==> src/rtl/mini_pe_tile_accum.sv <==
// Sums KTILES partial 2x2 results from the mini PE array into one output tile and tracks the peak importance.
// Optional build macro MINI_ACCUM_SAT_EN selects clamping accumulators; otherwise they wrap.
module mini_pe_tile_accum #(
    parameter int width  = 8,
    parameter int ACC_W  = 24,
    parameter int KTILES = 4
) (
    input  logic                      clk,
    input  logic                      _reset,
    input  logic                      start,
    input  logic                      in_valid,
    input  logic signed [2*width-1:0] result0,
    input  logic signed [2*width-1:0] result1,
    input  logic signed [2*width-1:0] result2,
    input  logic signed [2*width-1:0] result3,
    input  logic        [2*width-1:0] importance,
    output logic signed [ACC_W-1:0]   acc0,
    output logic signed [ACC_W-1:0]   acc1,
    output logic signed [ACC_W-1:0]   acc2,
    output logic signed [ACC_W-1:0]   acc3,
    output logic        [2*width-1:0] max_imp,
    output logic        [3:0]         max_idx,
    output logic                      out_valid,
    input  logic                      out_ready,
    output logic                      busy,
    output logic                      drop,
    output logic                      sat
);
    localparam int DW = 2 * width;
    localparam logic [3:0] LAST = 4'(KTILES - 1);

    typedef enum logic [1:0] {IDLE, ACCUM, HOLD} state_t;

    state_t                  state_q, state_d;
    logic [3:0]              count_q, count_d;
    logic signed [ACC_W-1:0] acc_q [4];
    logic signed [ACC_W-1:0] acc_d [4];
    logic [DW-1:0]           max_imp_q, max_imp_d;
    logic [3:0]              max_idx_q, max_idx_d;
    logic                    sat_q, sat_d;
    logic                    drop_q, drop_d;

    logic signed [DW-1:0]    res [4];
    logic signed [ACC_W-1:0] sum [4];
    logic [3:0]              clamp;
    logic                    do_clear, do_accept;

    assign res[0] = result0;
    assign res[1] = result1;
    assign res[2] = result2;
    assign res[3] = result3;

    genvar gi;
    generate
        for (gi = 0; gi < 4; gi++) begin : g_lane
`ifdef MINI_ACCUM_SAT_EN
            localparam logic signed [ACC_W-1:0] ACC_MAX = {1'b0, {(ACC_W-1){1'b1}}};
            localparam logic signed [ACC_W-1:0] ACC_MIN = {1'b1, {(ACC_W-1){1'b0}}};
            logic signed [ACC_W:0] wide;
            // One guard bit: the top two bits differ exactly when the ACC_W-bit sum overflowed.
            assign wide      = {acc_q[gi][ACC_W-1], acc_q[gi]}
                             + {{(ACC_W+1-DW){res[gi][DW-1]}}, res[gi]};
            assign clamp[gi] = wide[ACC_W] ^ wide[ACC_W-1];
            assign sum[gi]   = clamp[gi] ? (wide[ACC_W] ? ACC_MIN : ACC_MAX) : wide[ACC_W-1:0];
`else
            assign clamp[gi] = 1'b0;
            assign sum[gi]   = acc_q[gi] + {{(ACC_W-DW){res[gi][DW-1]}}, res[gi]};
`endif
        end
    endgenerate

    always_comb begin
        state_d   = state_q;
        drop_d    = 1'b0;
        do_clear  = 1'b0;
        do_accept = 1'b0;
        case (state_q)
            IDLE: begin
                drop_d = in_valid;
                if (start) begin
                    do_clear = 1'b1;
                    state_d  = ACCUM;
                end
            end
            ACCUM: begin
                if (start) begin
                    do_clear = 1'b1;
                    drop_d   = in_valid;
                end else if (in_valid) begin
                    do_accept = 1'b1;
                    if (count_q == LAST) state_d = HOLD;
                end
            end
            HOLD: begin
                drop_d = in_valid;
                if (out_ready) begin
                    if (start) begin
                        do_clear = 1'b1;
                        state_d  = ACCUM;
                    end else begin
                        state_d = IDLE;
                    end
                end
            end
            default: state_d = IDLE;
        endcase
    end

    always_comb begin
        count_d   = count_q;
        acc_d     = acc_q;
        max_imp_d = max_imp_q;
        max_idx_d = max_idx_q;
        sat_d     = sat_q;
        if (do_clear) begin
            count_d   = '0;
            for (int i = 0; i < 4; i++) acc_d[i] = '0;
            max_imp_d = '0;
            max_idx_d = '0;
            sat_d     = 1'b0;
        end else if (do_accept) begin
            for (int i = 0; i < 4; i++) acc_d[i] = sum[i];
            // The first beat always loads, so a tile of all-zero importance still reports index 0.
            if (count_q == 4'd0 || importance > max_imp_q) begin
                max_imp_d = importance;
                max_idx_d = count_q;
            end
            count_d = count_q + 4'd1;
            sat_d   = sat_q | (|clamp);
        end
    end

    always_ff @(posedge clk or negedge _reset) begin
        if (!_reset) begin
            state_q   <= IDLE;
            count_q   <= '0;
            for (int i = 0; i < 4; i++) acc_q[i] <= '0;
            max_imp_q <= '0;
            max_idx_q <= '0;
            sat_q     <= 1'b0;
            drop_q    <= 1'b0;
        end else begin
            state_q   <= state_d;
            count_q   <= count_d;
            acc_q     <= acc_d;
            max_imp_q <= max_imp_d;
            max_idx_q <= max_idx_d;
            sat_q     <= sat_d;
            drop_q    <= drop_d;
        end
    end

    assign acc0      = acc_q[0];
    assign acc1      = acc_q[1];
    assign acc2      = acc_q[2];
    assign acc3      = acc_q[3];
    assign max_imp   = max_imp_q;
    assign max_idx   = max_idx_q;
    assign sat       = sat_q;
    assign drop      = drop_q;
    assign out_valid = (state_q == HOLD);
    assign busy      = (state_q == ACCUM);
endmodule
==> config.mk <==
export PLATFORM = sky130hd
export DESIGN_NAME = mini_pe_tile_accum
export DESIGN_NICKNAME = d
export VERILOG_FILES = /design/src/rtl/mini_pe_tile_accum.sv
export SDC_FILE = /design/constraint.sdc
export NUM_CORES = 1
export LEC_CHECK = 0
export CORE_MARGIN = 2
export CORE_UTILIZATION = 57
export CTS_BUF_LIST = sky130_fd_sc_hd__clkbuf_4 sky130_fd_sc_hd__clkbuf_8
export DETAILED_ROUTE_END_ITERATION = 12
export PLACE_DENSITY = 0.85
export SYNTH_ARGS = -nofsm -noshare
export SYNTH_HDL_FRONTEND = slang
export SYNTH_SLANG_ARGS = --single-unit
export TNS_END_PERCENT = 10
==> constraint.sdc <==
create_clock -name clk -period 5.41 [get_ports clk]
set_clock_uncertainty 0.05 [all_clocks]
set_input_delay 1.082 -clock clk [delete_from_list [all_inputs] [get_ports clk]]
set_output_delay 1.082 -clock clk [all_outputs]
set_load 0.01 [all_outputs]
# Word level (Yosys, flattened, before mapping)
# Index checks and enable logic that the tools add are counted.
# word_totals
inputBits	85
ff_bits	123
romBits	0
word_cells	57
latch_bits	0
out_inout_bits	120
ram_bits	0
memories	0
# classes
n_reduce_logical	9
bitwise_logic	0
magnitude_cmp	1
n_mux	25
n_div	0
n_shift	0
add_sub_neg	5
eq_ne	8
n_mul	0
# ops
operator	n
$mux W96	2
$add A24 B24 Y24	4
$mux W16	3
$mux W4	5
$gt A16 B16 Y1	1
$mux W2	5
$mux W1	7
$ne A2 B2 Y1 const B	3
$pmux W2 S3	1
$reduce_and A5 Y1	1
$add A4 B1 Y4 const B	1
$eq A4 B2 Y1 const B	1
$logic_not A4 Y1	1
$ne A2 B1 Y1 const B	2
$pmux W1 S2	2
$reduce_bool A2 Y1	2
$reduce_or A2 Y1	2
$eq A2 B1 Y1 const B	1
$eq A2 B2 Y1 const B	1
$logic_not A2 Y1	1
$reduce_and A2 Y1	1
$logic_or A1 B1 Y1	1

# Longest topological paths before layout
# Gate-level depths: netlist of run 1.
# logic_depth
ltp_word	5
depth_mapped	11
ltp_nobuf	11

# Least setup slack after synthesis of run 1
# OpenSTA, ideal clock, no wires.
# synth_timing
path_type	input to register
start	input result3[4]
end	register acc_q (netlist bit acc3[17])
t_arrival_ns	2.921
stages	9
slack_ns	2.311
setup_ns	0.129
t_required_ns	5.231
n_path_buf	0
cell_sequence	ha_1 -> a21o_1 -> a31oi_2 -> nand3_2 -> a41o_1 -> a31o_1 -> a221oi_4 -> xor2_1 -> o21ai_1
# synth_via
elab_chain_len	3
# synth_lines
item	line_no	source
start: declaration	15	input logic signed [2*width-1:0] result3,
$add A24 B24 Y24	67	assign sum[gi] = acc_q[gi] + {{(ACC_W-DW){res[gi][DW-1]}}, res[gi]};
$mux W96	121	end else if (do_accept) begin
$mux W96	115	if (do_clear) begin
end signal: assignment	145	acc_q <= acc_d;
end: declaration	36	logic signed [ACC_W-1:0] acc_q [4];
# Every way passes these cells. The select of a mux whose other input is x is not followed.
# A chain may end at the register's enable or synchronous reset.

# Final worst setup path of run 1
# layout_timing
start	input result3[15]
end	register acc_q (netlist bit acc3[22])
# Same word-level chain as after synthesis.

==> summary.txt, run 1 <==
Outcome
  • Status: finished clean

Power
  • Switch share: 0.420
  • Lkg Pwr: 0.00573 uW
  • VDD IR max: 0.000264 V
  • Combinational share of power: 0.586
  • Share of power burned in registers: 0.249
  • Total net switching power: 2550 uW
  • Clk pwr share: 0.166
  • Int Power: 3520 uW
  • Design Power: 6070 uW
  • PwrDens: 488 nW/um2

Clock network
  • Num CTS Buffers: 17
  • # hold bufs at CTS: 0
  • Max H-tree Level: 4
  • Clock buffer depth: 2
  • CTS tree: done
  • CTS clk-pin slew, worst paths: 70 ps
  • Root Buffer: clkbuf_8
  • Post-CTS sizing: 0
  • Clock sinks: 123
  • Post CTS Setup Buffer Count: 0
  • Latest clock arrival within the worst-skew pair: 440 ps

Yosys
  • Synth Area per Inst: 8.55 um2
  • Count leader, synth: nand2_1
  • Main synth FF type: dfrtp_1
  • Top-area cell type share of the netlist area: 0.315
  • Number of synthesized flops with an enable pin: 0
  • Top post-synthesis cells by count: nand2_1 (140), dfrtp_1 (123), o21ai_0 (113), ha_1 (110), a21oi_1 (81)
  • Synth Cell Area: 9780 um2
  • Top post-synthesis cells by area: dfrtp_1 (31%), ha_1 (14%), o21ai_0 (5.8%), nand2_1 (5.4%), a21o_1 (4.2%)
  • Asr flop ratio synth: 1.00
  • Seq/Total Area, Yosys: 0.315
  • Netlist cell types: 71
  • Yosys top cell by area: dfrtp_1
  • Yosys warnings: 0
  • Post-Syn Instances: 1145
  • Synthesized net count: 1344
  • FF+latch count, synth: 123

STA
  • RSZ-0062 raised after global routing: false
  • Fin crit share: 0.667
  • Final setup violation count: 0
  • Tmin final: 3610 ps
  • Final TNS setup: 0 ps
  • Final Hold Viols: 0
  • Worst Max-Slew Pin Slew: 923 ps
  • Max Freq: 0.277 GHz
  • Relative slew slack: 0.383
  • Final Max Slew Viols: 0

Setup path
  • CP max stage cell: clkdlybuf4s50_1
  • Levels on crit path: 10
  • CP delay by family, top: compound AO/OA/AOI/OAI gates
  • WP data required: 5650 ps
  • Worst setup SP type: input pin
  • CP Capture Type: flop
  • Crit path buf inv count: 1
  • Worst-path fanout max: 11
  • Slowest stage delay, CP: 630 ps
  • Arrival time worst endpoint: 3850 ps
  • R2R cell count: 11
  • CP cell instances: clkdlybuf4s50_1 -> ha_1 -> a21o_1 -> a21o_1 -> a21o_1 -> a2111oi_2 -> nor2_1 -> a311oi_1 -> xor2_1 -> o21ai_1
  • Crit Path Class: in -> reg
  • Cell mode on critical path: a21o_1

Detailed routing
  • Final WL: 26.6 mm
  • Routed Antenna Nets: 0
  • Via Count: 9345
  • Drt first pass iters: 5
  • Vias per cell: 6.01
  • Iteration-0 DRC Markers: 514
  • Routed wire per std cell: 17.1 um
  • Residual DRC: 0

Place
  • Placer Congestion: 0.920
  • PortBufs: 203
  • Post-detail-place hpwl: 19.2 mm

Final layout
  • Layout cells sized above 1: 0.0412
  • P&R area growth vs syn: 27.2%
  • Fillers: 1285
  • Final net count: 1522
  • FF/Latch Area: 3080 um2
  • Area of the multi-input gates: 6340 um2
  • Ant diodes: 0
  • Final core utilization: 0.745

Global route
  • Met3 Use GR: 0.0480
  • Met2 Usage GRT: 0.490
  • First-pass GRT wire length: 43.7 mm
  • Total congestion overflow: 0
  • Global-route usage over all layers: 0.294
  • Grt peak-use layer: met2
  • Antenna violations before repair: 0
  • Met1 usage: 0.384
  • Largest net degree at the start of global routing: 76
  • Vias in the first global route: 9096

Floorplanning
  • Core area: 16700 um2
  • Initial Utilization: 0.586
  • Io pins: 205
  • Die ar.: 18200 um2
  • Floorplan row count: 47
  • Die X: 135 um
  • Die height: 135 um

Worst hold path
  • Worst hold-check path type: reg -> reg
  • Hold Path Stages: 1

Run
  • MaxCap Viol Count: 0
-- worst paths after layout --
| check | startpoint | end | slack [ps] |
|---|---|---|---|
| max | result3[15] | acc3[22]$_DFFE_PN0P_ | 1800 |
| min | max_idx[3]$_DFFE_PN0P_ | max_idx[3]$_DFFE_PN0P_ | 440 |
| max reg2reg | acc3[0]$_DFFE_PN0P_ | acc3[20]$_DFFE_PN0P_ | 2630 |
| min reg2reg | max_idx[3]$_DFFE_PN0P_ | max_idx[3]$_DFFE_PN0P_ | 440 |
| max in group asynchronous | _reset | acc0[19]$_DFFE_PN0P_ | 3670 |
| min in group asynchronous | _reset | acc0[9]$_DFFE_PN0P_ | 600 |
-- cell families after synthesis --
group / Yosys count / synth area share
DFF: 123 / 0.315
and+or+nand+nor: 330 / 0.159
xor gates and xnor gates: 75 / 0.0671
adders and majority gates: 114 / 0.149
other: 1 / 0.000383
muxes: 4 / 0.00409
AOI/OAI and AO/OA: 403 / 0.268
buffers and inverters: 95 / 0.0386
-- placed cells by master, fill, tap and decap left out, types with 5 or more instances in the layout --
master / instances
nor2_1: 44
a31oi_1: 11
nand2b_1: 15
a21boi_0: 7
and3_1: 10
nand2_1: 139
a211oi_1: 9
buf_4: 7
o22a_1: 5
dfrtp_1: 123
o21a_1: 18
a21o_1: 55
o31ai_1: 20
or3_1: 7
o21bai_1: 13
clkbuf_8: 17
a21oi_1: 81
nor3_1: 17
inv_1: 44
ha_1: 110
nand4_1: 13
xnor2_1: 31
clkdlybuf4s50_1: 202
nor2b_1: 14
bufinv_16: 6
nand3_1: 47
o21ai_1: 10
xor2_1: 44
o21ai_0: 113
and2_1: 5
-- cell type report --
class,count,area share
Sequential cell,123,0.247
Clock inverter,14,0.0197
Inverter,44,0.0133
Tap cell,220,0.0221
Timing Repair Buffer,210,0.168
Clock buffer,18,0.0194
Multi-Input combinational cell,927,0.510
-- power by group through the flow --
stage          Sequential [uW]  Clock (uW)  Combinational [uW]
4_1_cts                   1510        1020                3540
5_1_grt                   1550        1060                3910
3_3_place_gp              1510           0                3420
3_5_place_dp              1520           0                3500
2_1_floorplan             1600           0                2190
6_report                  1510        1010                3550
-- stage by stage --
step / setup slack [ps] / cell area, um2 / instances / hold WS (ps)
4_1_cts: 1830 / 12400 / 1556 / 450
5_1_grt: 1660 / 12400 / 1556 / 466
3_3_place_gp: 1500 / 12000 / 1524 / 428
2_1_floorplan: 2310 / 9780 / 1145 / 439
3_5_place_dp: 1380 / 12000 / 1524 / 431
6_report: 1800 / 12400 / 1556 / 444
-- per-layer routing --
metal  vias up  wire (um)  part of all wire
met4         0        701             0.026
met5         -          0                 0
met3        64       1410             0.053
li1       4531          -                 -
met1      4415      11700              0.44
met2       335      12700              0.48
-- flip-flops by register name, summed over array words and instances (netlist names) --
name / flops
acc0: 24
acc1: 24
acc2: 24
acc3: 24
max_imp: 16
count_q: 4
max_idx: 4
state_q: 2
drop: 1
No activity file was read; power rests on OpenSTA's default activity.
==> run 2, diff against run 1 <==
--- a/config.mk
+++ b/config.mk
@@ -6,10 +6,10 @@
 export NUM_CORES = 1
 export LEC_CHECK = 0
 export CORE_MARGIN = 2
-export CORE_UTILIZATION = 57
+export CORE_UTILIZATION = 49
 export CTS_BUF_LIST = sky130_fd_sc_hd__clkbuf_4 sky130_fd_sc_hd__clkbuf_8
 export DETAILED_ROUTE_END_ITERATION = 12
-export PLACE_DENSITY = 0.85
+export PLACE_DENSITY = 0.77
 export SYNTH_ARGS = -nofsm -noshare
 export SYNTH_HDL_FRONTEND = slang
 export SYNTH_SLANG_ARGS = --single-unit
==> constraint.sdc (replaced) <==
create_clock -name clk -period 2.9 [get_ports clk]
set_clock_uncertainty 0.05 [all_clocks]
set_input_delay 0.58 -clock clk [delete_from_list [all_inputs] [get_ports clk]]
set_output_delay 0.58 -clock clk [all_outputs]
set_load 0.01 [all_outputs]
==> summary.txt, run 2 (synthesized netlist as in run 1, its figures left out) <==
Detailed routing
  • Routed Antenna Nets: 0
  • Residual DRC: 0
  • Routed wire per std cell: 16.2 um
  • Met1 WL: 13.0 mm
  • Routed wl met2: 14.1 mm
  • Via Count: 10000
  • Met3 wire len: 1.27 mm
  • Iteration-0 DRC Markers: 484
  • Drt first pass iters: 6
  • Final WL: 29.0 mm
  • Vias per cell: 5.60
  • Top Layer Used: met4

STA
  • Max Freq: 0.362 GHz
  • Worst Max-Slew Pin Slew: 733 ps
  • Hold Worst Slack: 129 ps
  • Tmin final: 2760 ps
  • Final Max Slew Viols: 0
  • RSZ-0062 raised after global routing: true
  • Relative slew slack: 0.511
  • Fin crit share: 0.952
  • Final setup violation count: 0
  • Final Hold Viols: 0

Setup path
  • CP max stage cell: clkdlybuf4s50_1
  • Cell mode on critical path: o21ai_1
  • Arrival time worst endpoint: 3080 ps
  • Worst setup SP type: input pin
  • Worst-path fanout max: 3
  • CP cell instances: clkdlybuf4s50_1 -> ha_1 -> inv_1 -> fa_1 -> nor2b_1 -> o2111ai_1 -> a21oi_2 -> o21ai_1 -> a211oi_2 -> a311oi_1 -> xor2_1 -> o21ai_1
  • Slowest stage delay, CP: 460 ps
  • WP data required: 3220 ps
  • Crit Path Class: in -> reg
  • CP delay by family, top: compound AO/OA/AOI/OAI gates
  • CP Capture Type: flop
  • Crit path buf inv count: 2

Place
  • PortBufs: 203
  • Post-place instance area: 13500 um2
  • Inst Count DP: 1755
  • Placer Congestion: 0.895
  • Post-detail-place hpwl: 22.0 mm

Floorplanning
  • Core area: 19500 um2
  • Initial Utilization: 0.501
  • Io pins: 205
  • Die ar.: 21100 um2
  • Floorplan row count: 51
  • Die X: 145 um
  • Die height: 145 um

Global route
  • First-pass GRT wire length: 48.7 mm
  • Largest net degree at the start of global routing: 57
  • Antenna violations before repair: 0
  • Global-route usage over all layers: 0.277
  • Total congestion overflow: 0
  • Vias in the first global route: 10200

Final layout
  • Commonest non-fill, non-tap cell in the layout: clkdlybuf4s50_1
  • P&R area growth vs syn: 42.2%
  • Final cell count without fillers: 1787
  • Fillers: 1539
  • Post-Layout Inst Area: 13900 um2
  • Final core utilization: 0.712
  • Most frequent cells in the layout: clkdlybuf4s50_1 (202), buf_4 (189), nand2_1 (139), dfrtp_1 (123), o21ai_0 (112)
  • Ant diodes: 0
  • Layout cells sized above 1: 0.160
  • Final net count: 1708

Clock network
  • Clock buffer depth: 2
  • CTS tree: done
  • CTS clk-pin slew, worst paths: 80 ps
  • Num CTS Buffers: 17
  • Clock sinks: 123
  • Root Buffer: clkbuf_8
  • # hold bufs at CTS: 0
  • Latest clock arrival within the worst-skew pair: 460 ps
  • Max H-tree Level: 4

Run
  • MaxCap Viol Count: 0

Power
  • Lkg Pwr: 0.00666 uW
  • PwrDens: 897 nW/um2
  • Design Power: 12500 uW
  • VDD IR max: 0.000523 V

Outcome
  • Status: finished clean

Worst hold path
  • Worst hold-check path type: in -> async
==> run 2: cell count changes in the layout (fill, tap and decap cells not counted), sizes merged <==
| cell | previous run | this run |
|---|---|---|
| buf | 8 | 194 |
| bufinv | 6 | 4 |
| clkbuf | 18 | 24 |
| clkinvlp | 4 | 0 |
==> run 2: worst paths after layout <==
| path | from | endpoint | slack, ps | cells past startpoint |
|---|---|---|---|---|
| setup / recovery | result3[0] | acc3[22]$_DFFE_PN0P_ | 140 | 12 |
| min in group clk | max_idx[3]$_DFFE_PN0P_ | max_idx[3]$_DFFE_PN0P_ | 460 | 1 |
| hold / removal | _reset | acc0[5]$_DFFE_PN0P_ | 130 | 1 |
| setup reg to reg | acc3[0]$_DFFE_PN0P_ | acc3[22]$_DFFE_PN0P_ | 310 | 11 |
| max in group asynchronous | _reset | acc2[2]$_DFFE_PN0P_ | 1950 | 2 |
| hold reg to reg | max_idx[3]$_DFFE_PN0P_ | max_idx[3]$_DFFE_PN0P_ | 460 | 1 |
==> run 2: cell type report <==
class                           count  area (um2)  share of cell area
Multi-Input combinational cell    927        6360               0.457
Timing Repair Buffer              396        3540               0.255
Clock inverter                      8         140              0.0101
Clock buffer                       24         299              0.0215
Tap cell                          265         332              0.0238
Inverter                           44         165              0.0119
Sequential cell                   123        3080               0.221
==> run 2: repair_timing <==
item,4_1_cts,5_1_grt
resized for setup,0,7
setup endpoints to repair,0,11
setup buffers,0,0
==> run 2: power by group <==
part / internal [uW] / switching, uW / leakage [uW] / total, uW
Sequential: 2280 / 540 / 0.00162 / 2820
Combinational: 4150 / 3760 / 0.00481 / 7910
Clock: 1030 / 718 / 0.000232 / 1740
==> run 2: metrics by stage <==
stage,worst slack [ps],TNS (ps)
2_1_floorplan,303,0
3_3_place_gp,-315,-6570
3_5_place_dp,-350,-8710
4_1_cts,126,0
5_1_grt,-68.2,-97.8
6_report,139,0
==> run 2: layer usage <==
layer / track usage / vias to the layer above
met1: 0.355 / 4771
met2: 0.480 / 277
li1: - / 4901
met4: 0.0980 / 0
met5: 0 / -
met3: 0.0399 / 52
